<file path="src/rtl/axi_llc_data_sched_pkg.sv">
// Shared types for the LLC data SRAM scheduler.
// Optional perf counters: AXI_LLC_DATA_SCHED_PERF_EN.
package axi_llc_data_sched_pkg;

    localparam int unsigned DefNumReq    = 3;
    localparam int unsigned DefNumWords  = 1024;
    localparam int unsigned DefDataWidth = 128;
    localparam int unsigned DefByteWidth = 8;
    localparam int unsigned DefLatency   = 1;
    localparam int unsigned DefRspDepth  = 2;

    localparam int unsigned IdWidth     = $clog2(DefNumReq);
    localparam int unsigned CreditWidth = $clog2(DefRspDepth + 1);

    typedef logic [IdWidth-1:0]      id_t;
    typedef logic [DefDataWidth-1:0] data_t;

    typedef struct packed {
        id_t   id;
        data_t rdata;
    } rsp_t;

    function automatic logic [31:0] sat_inc32(input logic [31:0] v,
                                              input logic        en);
        return (en && v != 32'hFFFF_FFFF) ? v + 32'd1 : v;
    endfunction

endpackage

</file>
<file path="src/rtl/axi_llc_data_sched_rsp_buf.sv">
// Fall-through response FIFO for the LLC data SRAM scheduler.
// Optional perf counters (top only): AXI_LLC_DATA_SCHED_PERF_EN.
module axi_llc_data_sched_rsp_buf
    import axi_llc_data_sched_pkg::*;
#(
    parameter int unsigned Depth = 2,
    parameter type         buf_t = rsp_t
) (
    input  logic clk_i,
    input  logic rst_ni,
    input  logic push_i,
    input  buf_t data_i,
    output logic valid_o,
    input  logic ready_i,
    output buf_t data_o
);

    localparam int unsigned PtrW = (Depth > 1) ? $clog2(Depth) : 1;
    localparam int unsigned CntW = $clog2(Depth + 1);

    buf_t            mem_q [Depth];
    logic [PtrW-1:0] wr_q, wr_d, rd_q, rd_d;
    logic [CntW-1:0] cnt_q, cnt_d;
    logic            empty, full, pop, do_wr, do_rd;

    function automatic logic [PtrW-1:0] wrap_inc(input logic [PtrW-1:0] p);
        return (p == PtrW'(Depth - 1)) ? '0 : p + 1'b1;
    endfunction

    assign empty   = (cnt_q == '0);
    assign full    = (cnt_q == CntW'(Depth));
    assign valid_o = push_i || !empty;
    assign data_o  = empty ? data_i : mem_q[rd_q];
    assign pop     = valid_o && ready_i;
    // An entry that arrives into an empty buffer and leaves at once is never stored.
    assign do_wr   = push_i && !(empty && pop);
    assign do_rd   = pop && !empty;

    always_comb begin
        wr_d  = do_wr ? wrap_inc(wr_q) : wr_q;
        rd_d  = do_rd ? wrap_inc(rd_q) : rd_q;
        cnt_d = cnt_q + CntW'(do_wr) - CntW'(do_rd);
    end

    always_ff @(posedge clk_i) begin
        if (!rst_ni) begin
            wr_q  <= '0;
            rd_q  <= '0;
            cnt_q <= '0;
        end else begin
            wr_q  <= wr_d;
            rd_q  <= rd_d;
            cnt_q <= cnt_d;
        end
    end

    always_ff @(posedge clk_i) begin
        if (do_wr) mem_q[wr_q] <= data_i;
    end

    a_no_overflow: assert property (
        @(posedge clk_i) disable iff (!rst_ni) !(push_i && full));

endmodule

</file>
<file path="src/rtl/axi_llc_data_sram_sched.sv">
// Round-robin scheduler sharing one LLC data SRAM port among requesters.
// Optional perf counters: AXI_LLC_DATA_SCHED_PERF_EN.
module axi_llc_data_sram_sched
    import axi_llc_data_sched_pkg::*;
#(
    parameter int unsigned NumReq    = DefNumReq,
    parameter int unsigned NumWords  = DefNumWords,
    parameter int unsigned DataWidth = DefDataWidth,
    parameter int unsigned ByteWidth = DefByteWidth,
    parameter int unsigned Latency   = DefLatency,
    parameter int unsigned RspDepth  = DefRspDepth,
    parameter int unsigned AddrWidth = $clog2(NumWords),
    parameter int unsigned BeWidth   = (DataWidth + ByteWidth - 1) / ByteWidth,
    parameter int unsigned IdW       = $clog2(NumReq)
) (
    input  logic                             clk_i,
    input  logic                             rst_ni,
    input  logic [NumReq-1:0]                req_valid_i,
    output logic [NumReq-1:0]                req_ready_o,
    input  logic [NumReq-1:0]                req_we_i,
    input  logic [NumReq-1:0][AddrWidth-1:0] req_addr_i,
    input  logic [NumReq-1:0][DataWidth-1:0] req_wdata_i,
    input  logic [NumReq-1:0][BeWidth-1:0]   req_be_i,
    output logic                             rsp_valid_o,
    input  logic                             rsp_ready_i,
    output logic [IdW-1:0]                   rsp_id_o,
    output logic [DataWidth-1:0]             rsp_rdata_o,
    output logic                             sram_req_o,
    output logic                             sram_we_o,
    output logic [AddrWidth-1:0]             sram_addr_o,
    output logic [DataWidth-1:0]             sram_wdata_o,
    output logic [BeWidth-1:0]               sram_be_o,
    input  logic [DataWidth-1:0]             sram_rdata_i,
    output logic [31:0]                      perf_rd_o,
    output logic [31:0]                      perf_wr_o,
    output logic [31:0]                      perf_stall_o
);

    localparam int unsigned CntW = $clog2(RspDepth + 1);

    typedef logic [IdW-1:0] rid_t;
    typedef struct packed {
        rid_t                 id;
        logic [DataWidth-1:0] rdata;
    } buf_t;

    logic [CntW-1:0]          credits_q, credits_d;
    rid_t                     rr_q, rr_d;
    logic [Latency-1:0]       pipe_vld_q, pipe_vld_d;
    rid_t [Latency-1:0]       pipe_id_q, pipe_id_d;

    logic [NumReq-1:0] eligible;
    logic              credit_ok, gnt_any, gnt, gnt_we, rd_gnt;
    rid_t              gnt_idx;
    logic              buf_valid, pop;
    buf_t              buf_in, buf_out;

    // Credits are registered so rsp_ready_i never reaches req_ready_o.
    assign credit_ok = (credits_q < CntW'(RspDepth));
    assign eligible  = req_valid_i & (req_we_i | {NumReq{credit_ok}});

    always_comb begin
        int unsigned idx;
        rid_t        idx_w;
        idx     = 0;
        idx_w   = '0;
        gnt_any = 1'b0;
        gnt_idx = '0;
        for (int unsigned k = 0; k < NumReq; k++) begin
            idx   = (32'(rr_q) + k) % NumReq;
            idx_w = rid_t'(idx);
            if (!gnt_any && eligible[idx_w]) begin
                gnt_any = 1'b1;
                gnt_idx = idx_w;
            end
        end
    end

    assign gnt    = rst_ni && gnt_any;
    assign gnt_we = req_we_i[gnt_idx];
    assign rd_gnt = gnt && !gnt_we;

    always_comb begin
        req_ready_o = '0;
        if (gnt) req_ready_o[gnt_idx] = 1'b1;
    end

    assign sram_req_o   = gnt;
    assign sram_we_o    = gnt && gnt_we;
    assign sram_addr_o  = gnt ? req_addr_i[gnt_idx]  : '0;
    assign sram_wdata_o = gnt ? req_wdata_i[gnt_idx] : '0;
    assign sram_be_o    = gnt ? req_be_i[gnt_idx]    : '0;

    always_comb begin
        rr_d = rr_q;
        if (gnt) begin
            rr_d = (gnt_idx == rid_t'(NumReq - 1)) ? '0 : gnt_idx + 1'b1;
        end
        pipe_vld_d    = pipe_vld_q;
        pipe_id_d     = pipe_id_q;
        pipe_vld_d[0] = rd_gnt;
        pipe_id_d[0]  = gnt_idx;
        for (int unsigned i = 1; i < Latency; i++) begin
            pipe_vld_d[i] = pipe_vld_q[i-1];
            pipe_id_d[i]  = pipe_id_q[i-1];
        end
        credits_d = credits_q + CntW'(rd_gnt) - CntW'(pop);
    end

    always_ff @(posedge clk_i) begin
        if (!rst_ni) begin
            credits_q  <= '0;
            rr_q       <= '0;
            pipe_vld_q <= '0;
            pipe_id_q  <= '0;
        end else begin
            credits_q  <= credits_d;
            rr_q       <= rr_d;
            pipe_vld_q <= pipe_vld_d;
            pipe_id_q  <= pipe_id_d;
        end
    end

    assign buf_in = '{id: pipe_id_q[Latency-1], rdata: sram_rdata_i};

    axi_llc_data_sched_rsp_buf #(
        .Depth (RspDepth),
        .buf_t (buf_t)
    ) i_rsp_buf (
        .clk_i   (clk_i),
        .rst_ni  (rst_ni),
        .push_i  (pipe_vld_q[Latency-1]),
        .data_i  (buf_in),
        .valid_o (buf_valid),
        .ready_i (rsp_ready_i && rst_ni),
        .data_o  (buf_out)
    );

    assign rsp_valid_o = rst_ni && buf_valid;
    assign pop         = rsp_valid_o && rsp_ready_i;
    assign rsp_id_o    = rst_ni ? buf_out.id    : '0;
    assign rsp_rdata_o = rst_ni ? buf_out.rdata : '0;

`ifdef AXI_LLC_DATA_SCHED_PERF_EN
    logic [31:0] perf_rd_q, perf_rd_d;
    logic [31:0] perf_wr_q, perf_wr_d;
    logic [31:0] perf_stall_q, perf_stall_d;
    logic        stall;

    assign stall = |(req_valid_i & ~req_ready_o);

    always_comb begin
        perf_rd_d    = sat_inc32(perf_rd_q, rd_gnt);
        perf_wr_d    = sat_inc32(perf_wr_q, gnt && gnt_we);
        perf_stall_d = sat_inc32(perf_stall_q, stall);
    end

    always_ff @(posedge clk_i) begin
        if (!rst_ni) begin
            perf_rd_q    <= '0;
            perf_wr_q    <= '0;
            perf_stall_q <= '0;
        end else begin
            perf_rd_q    <= perf_rd_d;
            perf_wr_q    <= perf_wr_d;
            perf_stall_q <= perf_stall_d;
        end
    end

    assign perf_rd_o    = perf_rd_q;
    assign perf_wr_o    = perf_wr_q;
    assign perf_stall_o = perf_stall_q;
`else
    assign perf_rd_o    = '0;
    assign perf_wr_o    = '0;
    assign perf_stall_o = '0;
`endif

endmodule

</file>
<file path="config.mk">
export PLATFORM = sky130hd
export DESIGN_NAME = axi_llc_data_sram_sched
export DESIGN_NICKNAME = d
export VERILOG_FILES = /design/src/rtl/axi_llc_data_sched_pkg.sv /design/src/rtl/axi_llc_data_sched_rsp_buf.sv /design/src/rtl/axi_llc_data_sram_sched.sv
export SDC_FILE = /design/constraint.sdc
export NUM_CORES = 1
export LEC_CHECK = 0
export ABC_AREA = 0
export CORE_AREA = 4 4 382 384
export DETAILED_ROUTE_END_ITERATION = 10
export DIE_AREA = 0 0 386 388
export GPL_ROUTABILITY_DRIVEN = 0
export SLEW_MARGIN = 5
export SYNTH_ARGS = -nofsm -noshare
export SYNTH_HDL_FRONTEND = slang
export SYNTH_SLANG_ARGS = --single-unit
export TNS_END_PERCENT = 50
</file>
<file path="constraint.sdc">
create_clock -name clk_i -period 9.7 [get_ports clk_i]
set_input_delay 0.97 -clock clk_i [delete_from_list [all_inputs] [get_ports clk_i]]
set_output_delay 0.97 -clock clk_i [all_outputs]
set_load 0.05 [all_outputs]
</file>
---- Yosys cells after proc, flatten, opt, wreduce, memory -nomap -nowiden ----
Memories as Yosys holds them, arrays and structs flattened. A register that Yosys moved wholly into a read port is not among the register bits.
Index checks and enable logic that the tools add are counted.
operators by class
  bitwise logic cells ..................... 2
  reductions and logical operators ........ 20
  $add $sub $neg .......................... 9
  order comparisons ....................... 6
  equal/unequal tests ..................... 1
  mux-type cells .......................... 36
  divide/modulo/power cells ............... 3
operators by type and width
  cell                   number
  $mux 128               3
  $bmux 128 s2           1
  $mux 130               1
  $mod 32x2->32 const B  2
  $bmux 16 s2            1
  $mod 2x2->32 const B   1
  $mux 16                2
  $bmux 10 s2            1
  $mux 10                2
  $mux 1                 14
  $logic_and 1x1->1      13
  $lt 2x3->1 const B     4
  $mux 2                 5
  $bmux 1 s2             4
  $logic_not 1->1        5
  $add 2x1->2            2
  $sub 2x1->2            2
  $add 2x1->3 const B    1
  $add 2x2->3 const B    1
  $and 3x3->3            1
  $mux 3                 1
  $or 3x3->3             1
  $add 1x1->1 const B    2
  $add 2x1->2 const B    1
  6 further kinds        6
storage, ports and cells
  output and inout bits ................... 386
  memory bits (writable) .................. 260
  flip-flop bits (word level) ............. 11
  memories ................................ 1
memory list
  name             depth  width  read ports  clocked after Yosys merged registers in  write ports  line                              RTL
  i_rsp_buf.mem_q  2      130    1           1                                        1            axi_llc_data_sched_rsp_buf.sv:21  buf_t mem_q [Depth];

---- Depth between registers and ports, before layout ----
Gate-level depths: netlist of run 1.
  depth in word-level cells ............... 18
  depth in mapped cells ................... 17
  depth with buffers taken out ............ 14

---- By module ----
A second synthesis of run 1 with hierarchy kept.
second synthesis, totals
  cells, all modules ...................... 1404
  area, all modules ....................... 16373.2 sq um
by module, submodules not included
  module                      cells each  sequential area each (sq um)  times used  area an instance (sq um)
  axi_llc_data_sched_rsp_buf  722         7907.6                        1           10924.2
  axi_llc_data_sram_sched     682         140.1                         1           5449.0

---- Worst setup path after synthesis of run 1 ----
Ideal clock, no wire load.
  kind .................................... input to register
  start point ............................. input rst_ni
  end point ............................... memory i_rsp_buf.mem_q[0][0] in the netlist's numbering (enable)
  required time ........................... 9077 ps
  path buffers ............................ 1
  setup time .............................. 623 ps
  stages .................................. 4
  data arrival time ....................... 6792 ps
  setup slack ............................. 2285 ps
  cells stage by stage .................... clkbuf_1 > nand2_1 > o21ai_0 > nor2_1
on the way
  word-level cells in the longest chain between the ends .. 7
RTL lines
  what                          line                              RTL
  start, declared               axi_llc_data_sram_sched.sv:17     input logic rst_ni,
  $logic_and 1x1->1             axi_llc_data_sram_sched.sv:135    .ready_i (rsp_ready_i && rst_ni),
  $logic_and 1x1->1             axi_llc_data_sched_rsp_buf.sv:34  assign pop = valid_o && ready_i;
  $logic_and 1x1->1             axi_llc_data_sched_rsp_buf.sv:36  assign do_wr = push_i && !(empty && pop);
  $logic_not 1->1               axi_llc_data_sched_rsp_buf.sv:36
  $logic_and 1x1->1             axi_llc_data_sched_rsp_buf.sv:36
  $mux 1                        axi_llc_data_sched_rsp_buf.sv:58  if (do_wr) mem_q[wr_q] <= data_i;
  $mux 1 (not written as such)  axi_llc_data_sched_rsp_buf.sv:58
  end, declared                 axi_llc_data_sched_rsp_buf.sv:21
Every way passes these cells.

---- Worst setup path after layout of run 1 ----
  start point ............................. input req_valid_i[2]
  end point ............................... output sram_addr_o[1]
on the way
  word-level cells in the longest chain between the ends .. 13
  elaborated cells on any way between the ends .. 21
  classes of those cells .................. mux: 15; bitwise: 1; reduce/logical: 5
RTL lines
  what                           line                           RTL
  start, declared                axi_llc_data_sram_sched.sv:18  input logic [NumReq-1:0] req_valid_i,
  $and 3x3->3 *                  axi_llc_data_sram_sched.sv:60  assign eligible = req_valid_i & (req_we_i | {NumReq{credit_ok}});
  $bmux 1 s2                     axi_llc_data_sram_sched.sv:72  if (!gnt_any && eligible[idx_w]) begin
  $mux 1 (not written as such)   axi_llc_data_sram_sched.sv:72
  $mux 1                         axi_llc_data_sram_sched.sv:72
  $logic_not 1->1                axi_llc_data_sram_sched.sv:72
  $logic_and 1x1->1              axi_llc_data_sram_sched.sv:72
  $mux 1                         axi_llc_data_sram_sched.sv:72
  $logic_not 1->1                axi_llc_data_sram_sched.sv:72
  $logic_and 1x1->1              axi_llc_data_sram_sched.sv:72
  $mux 2                         axi_llc_data_sram_sched.sv:72
  $bmux 10 s2                    axi_llc_data_sram_sched.sv:90  assign sram_addr_o = gnt ? req_addr_i[gnt_idx] : '0;
  $mux 10 (not written as such)  axi_llc_data_sram_sched.sv:90
  $mux 10 *                      axi_llc_data_sram_sched.sv:90
  end, declared                  axi_llc_data_sram_sched.sv:30  output logic [AddrWidth-1:0] sram_addr_o,
Mark *: on every way between the ends. The rest lies on a longest branch, timed or not. The select of a mux whose other input is x is not followed.

==> results of run 1 <==
-- cell usage in the layout, fill, tap and decap left out, types with 3 or more instances in the layout --
cell,synthesis,final
a21oi_1,4,4
a311oi_2,155,155
and2_1,9,9
buf_12,0,7
buf_4,107,18
clkbuf_1,55,9
clkbuf_16,0,29
clkbuf_8,0,3
clkdlybuf4s50_1,0,886
clkinv_2,0,5
conb_1,1,96
dfxtp_1,12,11
diode_2,0,25
edfxtp_1,260,260
ha_1,7,7
inv_1,10,10
inv_6,0,3
mux2i_1,130,130
nand2_1,446,446
nand3_1,3,3
nor2_1,163,161
nor2b_1,6,6
nor3_1,3,3
o211a_1,130,130
xnor2_1,5,5
-- kinds of logic (layout without fill, tap and decap cells) --
family,after synthesis,after routing,synth area share
buf+inv,256,975,0.0933
simple gates,640,640,0.142
fa+ha+maj,8,8,0.00557
xor+xnor,5,5,0.00250
compound gates,316,316,0.223
other cells,1,121,0.000214
flops,272,272,0.460
mux,130,130,0.0743
-- layer usage --
layer  vias to the layer above  part of all wire  global-route usage
met3                       184              0.13              0.0750
met4                        58             0.018              0.0227
li1                       7406                 -                   -
met2                       979              0.44               0.225
met1                      8045              0.41               0.174
met5                         -            0.0042              0.0156
-- power breakdown --
| part | internal (mW) | switching (mW) | leakage [nW] | total (mW) |
|---|---|---|---|---|
| Sequential | 1.47 | 0.0657 | 2.47 | 1.54 |
| Combinational | 2.12 | 5.11 | 7.36 | 7.23 |
| Clock | 0.608 | 0.480 | 0.456 | 1.09 |
| Total | 4.20 | 5.66 | 10.3 | 9.85 |
-- cell usage after synthesis, drive strengths merged (6+ instances only) --
cell	n
buf	191
a311oi	155
clkbuf	55
nor2b	6
o211a	130
dfxtp	12
mux2i	130
edfxtp	260
ha	7
nand2	447
and2	9
inv	10
nor2	163
-- worst max-delay path by stage --
| stage | endpoint | cells after the start | slack, ns | from |
|---|---|---|---|---|
| 2_1_floorplan | i_rsp_buf.mem_q[0][0] | 4 | 2.29 | rst_ni |
| 3_3_place_gp | sram_wdata_o[49] | 8 | 3.10 | req_valid_i[2] |
| 3_5_place_dp | sram_wdata_o[46] | 8 | 3.05 | req_valid_i[1] |
| 4_1_cts | sram_wdata_o[46] | 8 | 3.04 | req_valid_i[1] |
| 5_1_grt | sram_addr_o[1] | 8 | 2.98 | req_valid_i[1] |
| 6_report | sram_addr_o[1] | 8 | 3.12 | req_valid_i[2] |
-- stage by stage --
| stage | worst slack, ns | total power, mW | area, µm² |
|---|---|---|---|
| after floorplan | 2.29 | 6.37 | 17900 |
| after global placement | 3.10 | 8.83 | 27800 |
| after detailed placement | 3.05 | 8.83 | 27800 |
| after CTS | 3.04 | 9.96 | 28800 |
| after global routing | 2.98 | 10.3 | 28800 |
| final | 3.12 | 9.85 | 28800 |
-- state kept, by name (all words and copies together), names as in the netlist, named ones only --
| name | count |
|---|---|
| i_rsp_buf.wr_q | 1 |
| pipe_id_q | 2 |
| rr_q | 2 |
| i_rsp_buf.mem_q | 260 |
| i_rsp_buf.cnt_q | 2 |
| credits_q | 2 |
| i_rsp_buf.rd_q | 1 |
| pipe_vld_q | 1 |
-- final cells by class --
type / instances / share of cell area
timing repair buffer: 911 / 0.317
antenna: 25 / 0.00217
clock buffer: 41 / 0.0278
clock inverter: 13 / 0.00417
tap: 1903 / 0.0826
sequential: 272 / 0.279
multi-input combinational: 1195 / 0.285
inverter: 10 / 0.00130
-- worst max-delay path, stage by stage --
cell	delay, ns
clkdlybuf4s50_1	0.88
and3_1	0.43
a211oi_2	0.12
a21oi_4	0.44
buf_12	0.34
nand2_1	0.30
a311oi_2	0.84
clkdlybuf4s50_1	0.96
==> flow_summary_export.csv, run 1 <==
group,metric,value,unit
status,outcome,"finished, final reports clean",
cells_and_area,syn2layout_area_growth,64.6,%
logic_synthesis,synth_edf_count,260,
timing,fin_crit_sh,0.679,
timing,tightestPinTransition,1.09,ns
floorplan,die-area,150000,µm²
floorplan,die_x,386,µm
worst_setup_path,reg2reg_setup_slack,5.59,ns
cells_and_area,fillers,15600,
place,placed_cells,4291,
detailed_routing,drc_errors,0,
floorplan,pin_count,985,
worst_setup_path,endpoint_kind,"output pin",
floorplan,start_util,0.123,
timing,hold_viol,0,
logic_synthesis,synth-seq-cells,272,
cells_and_area,multi_input_area,8230,µm²
clocking,numCtsBuffers,29,
logic_synthesis,synthDominantCellAreaShare,0.446,
cells_and_area,finalNetCount,3025,
hold_path,holdPathEnd,"i_rsp_buf.mem_q[0][129]",
clocking,post_cts_resized,0,
clocking,clkTransAtPathRegs,0.06,ns
logic_synthesis,ys_async_sr_fraction,0,
job,maxCapViolations,0,
worst_setup_path,path_max_fanout,113,
place,io_buffers,888,
logic_synthesis,avgSynthCellArea,10.8,µm²
clocking,cts_buffer_depth,3,
worst_setup_path,r2r_cells,14,
place,dp_hpwl,93900,µm
hold_path,worst_hold_startpoint,"pipe_id_q[1]",
floorplan,core_area,143000,µm²
clocking,clkSinkCount,272,
cells_and_area,fin_util,0.202,
timing,slew_headroom,0.273,
timing,rsz0062_at_grt,"no",
worst_setup_path,r2r-end,"credits_q[1]",
pwr,p_leak,10.3,nW
worst_setup_path,cp-start-kind,"input pin",
cells_and_area,drive_above_1_share,0.0975,
timing,hold_ws,0.466,ns
global_route,grt_max_degree,136,
detailed_routing,vias,16700,
global_route,grt_pass1_wl,146000,µm
cells_and_area,stdcell_count,4370,
timing,finClkSkew,0.0147,ns
detailed_routing,ant_nets,0,
detailed_routing,wl,114000,µm
detailed_routing,avgViaCountPerCell,3.82,
floorplan,die_h,388,µm
logic_synthesis,ys_seq_area_frac,0.460,
detailed_routing,drtIter0Drc,948,
global_route,grt-ovfl-total,0,
logic_synthesis,synth_cell_types,52,
timing,slew_viol_final,0,
detailed_routing,wl_per_cell,26.1,µm
detailed_routing,drt_first_pass_iters,6,
logic_synthesis,ys.flop_type,"edfxtp_1",
worst_setup_path,critical_path_required,8.73,ns
timing,setup_violations,0,
clocking,clkLatencyLatePin,0.58,ns
hold_path,min_path_type,"reg -> reg",
cells_and_area,ff_latch_area,8050,µm²
logic_synthesis,syn_area,17500,µm²
hold_path,hold_depth,0,
logic_synthesis,synthTopCellsByArea,"edfxtp_1, a311oi_2, nand2_1",
timing,max_freq,152,MHz
global_route,grt_pass1_vias,16300,
global_route,antenna_found_initial,73,
worst_setup_path,crit_type,"in -> out",
global_route,track_usage,0.143,
clocking,cts_tree,"done",
logic_synthesis,synth_warnings,0,
clocking,holdBufCountCts,0,
clocking,postCtsSetupRepairBufs,0,
timing,setup-tns-final,0,ns
floorplan,num_rows,139,
clocking,clock-root-buffer,"clkbuf_16",
pwr,ir_drop,0.275,mV
pwr,p_per_area,342,nW/µm²
timing,finalCriticalPeriod,6.58,ns
logic_synthesis,netlist_instances,1628,
worst_setup_path,crit_arrival,5.61,ns
logic_synthesis,synth_top_area_cell,"edfxtp_1",
worst_setup_path,reg2reg_from,"rr_q[1]",
clocking,h-tree-depth,1,
(Power assumes the default switching activity.)
==> run 2: changes to the inputs <==
==> constraint.sdc (replaced) <==
create_clock -name clk_i -period 5.4 [get_ports clk_i]
set_input_delay 0.54 -clock clk_i [delete_from_list [all_inputs] [get_ports clk_i]]
set_output_delay 0.54 -clock clk_i [all_outputs]
set_load 0.05 [all_outputs]
==> run 2 against run 1 <==
Against the previous run: routed wire length down 7.8%; register-to-register slack worse by 3.7 ns; utilization up 0.56 points; critical path depth up 3; critical endpoint is now sram_wdata_o[99]; sequential power up 81%; cell area up 2.8%.
==> flow_summary_export.csv, run 2 (synthesis results as in run 1) <==
group,metric,value,unit
status,outcome,"finished, final reports clean",
timing,setup_violations,0,
worst_setup_path,crit_type,"reg -> out",
timing,rsz0062_at_grt,"no",
clocking,holdBufCountCts,0,
detailed_routing,drc_errors,0,
detailed_routing,drtIter0Drc,1287,
cells_and_area,top_register,"i_rsp_buf.mem_q",
cells_and_area,finalNetCount,3061,
detailed_routing,drt_first_pass_iters,5,
cells_and_area,ff_latch_area,8050,µm²
floorplan,core_area,143000,µm²
worst_setup_path,r2r-end,"credits_q[1]",
place,dpl_cell_area,28700,µm²
pwr,ir_drop,0.399,mV
global_route,antenna_found_initial,59,
place,placed_cells,4327,
timing,slew_viol_final,0,
cells_and_area,layout_common_cells,"clkdlybuf4s50_1, nand2_1, edfxtp_1",
global_route,track_usage,0.131,
floorplan,num_rows,139,
place,dp_slack,0.817,ns
clocking,numCtsBuffers,29,
timing,hold_viol,0,
worst_setup_path,path_max_fanout,60,
timing,finalCriticalPeriod,4.96,ns
pwr,p_per_area,625,nW/µm²
global_route,grt-ovfl-total,0,
timing,tightestPinTransition,0.975,ns
floorplan,die-area,150000,µm²
timing,setup_slack,0.435,ns
worst_setup_path,crit_arrival,4.42,ns
cells_and_area,fin_area,29600,µm²
cells_and_area,fillers,15500,
worst_setup_path,r2r_cells,15,
clocking,clkTransAtPathRegs,0.06,ns
detailed_routing,avgViaCountPerCell,3.83,
detailed_routing,wl,105000,µm
cells_and_area,largest_register_ffs,260,
worst_setup_path,cp-start-kind,"register",
place,dp_hpwl,87100,µm
clocking,cts_tree,"done",
floorplan,die_h,388,µm
timing,max_freq,201,MHz
detailed_routing,wl_per_cell,23.9,µm
pwr,power.total,18.5,mW
global_route,grt_pass1_vias,16500,
clocking,cts_buffer_depth,3,
global_route,grt_pass1_wl,137000,µm
cells_and_area,drive_above_1_share,0.148,
worst_setup_path,reg2reg_setup_slack,1.92,ns
worst_setup_path,endpoint,"sram_wdata_o[99]",
clocking,postCtsSetupRepairBufs,0,
floorplan,die_x,386,µm
worst_setup_path,endpoint_kind,"output pin",
clocking,clkSinkCount,272,
timing,fin_crit_sh,0.919,
worst_setup_path,reg2reg_from,"rr_q[0]",
detailed_routing,vias,16800,
hold_path,min_path_type,"in -> reg",
clocking,clock-root-buffer,"clkbuf_16",
cells_and_area,multi_input_area,8230,µm²
clocking,clkLatencyLatePin,0.58,ns
place,io_buffers,888,
clocking,post_cts_resized,0,
pwr,p_leak,10.8,nW
worst_setup_path,critical_path_required,4.86,ns
floorplan,start_util,0.123,
cells_and_area,stdcell_count,4395,
job,maxCapViolations,0,
timing,slew_headroom,0.350,
detailed_routing,ant_nets,0,
cells_and_area,syn2layout_area_growth,69.2,%
clocking,h-tree-depth,1,
worst_setup_path,crit_path_start,"rr_q[0]",
timing,finClkSkew,0.00827,ns
floorplan,pin_count,985,
cells_and_area,final_common_cell,"clkdlybuf4s50_1",
timing,hold_ws,0.379,ns
global_route,grt_max_degree,101,
-- run 2: layer usage --
layer	share of wire	track usage
met4	0.020	0.0215
met5	0.0051	0
met2	0.44	0.205
met1	0.40	0.162
met3	0.13	0.0665
-- run 2: report_power, final --
| group | internal (mW) | total (mW) | switching (mW) |
|---|---|---|---|
| clock network | 1.05 | 1.92 | 0.874 |
| logic | 4.52 | 13.8 | 9.31 |
| registers | 2.64 | 2.78 | 0.144 |
-- run 2: layout make-up --
class | instances | area share
antenna | 15 | 0.00127
clock buffer | 34 | 0.0251
clock inverter | 19 | 0.00528
inverter | 10 | 0.00127
multi-input combinational | 1195 | 0.278
sequential | 272 | 0.272
tap | 1903 | 0.0804
timing repair buffer | 947 | 0.337
-- run 2: critical path: stages, from the launching register on --
cell,delay (ns)
dfxtp_1,0.37
inv_1,0.06
ha_1,0.35
nor2b_1,0.22
and3_1,0.27
a2111o_1,0.42
o311ai_4,0.12
buf_12,0.28
buf_12,0.32
nor2_1,0.10
a311oi_2,0.33
clkdlybuf4s50_1,0.89
-- run 2: worst min path at each step --
stage / startpoint / slack (ns) / cells past startpoint / end
floorplan: pipe_id_q[0] / 0.43 / 0 / i_rsp_buf.mem_q[0][128]
global placement: pipe_id_q[0] / 0.44 / 0 / i_rsp_buf.mem_q[1][128]
detailed placement: pipe_id_q[0] / 0.45 / 0 / i_rsp_buf.mem_q[0][128]
CTS: rst_ni / 0.33 / 2 / i_rsp_buf.wr_q
global route: rst_ni / 0.36 / 2 / i_rsp_buf.wr_q
finish: rst_ni / 0.38 / 2 / i_rsp_buf.wr_q
-- run 2: per-stage QoR --
| stage | util | setup TNS, ns |
|---|---|---|
| after floorplan | - | -205.44 |
| after global placement | 0.201 | 0 |
| after detailed placement | 0.201 | 0 |
| after CTS | 0.207 | 0 |
| after global routing | 0.207 | 0 |
| final | 0.208 | 0 |
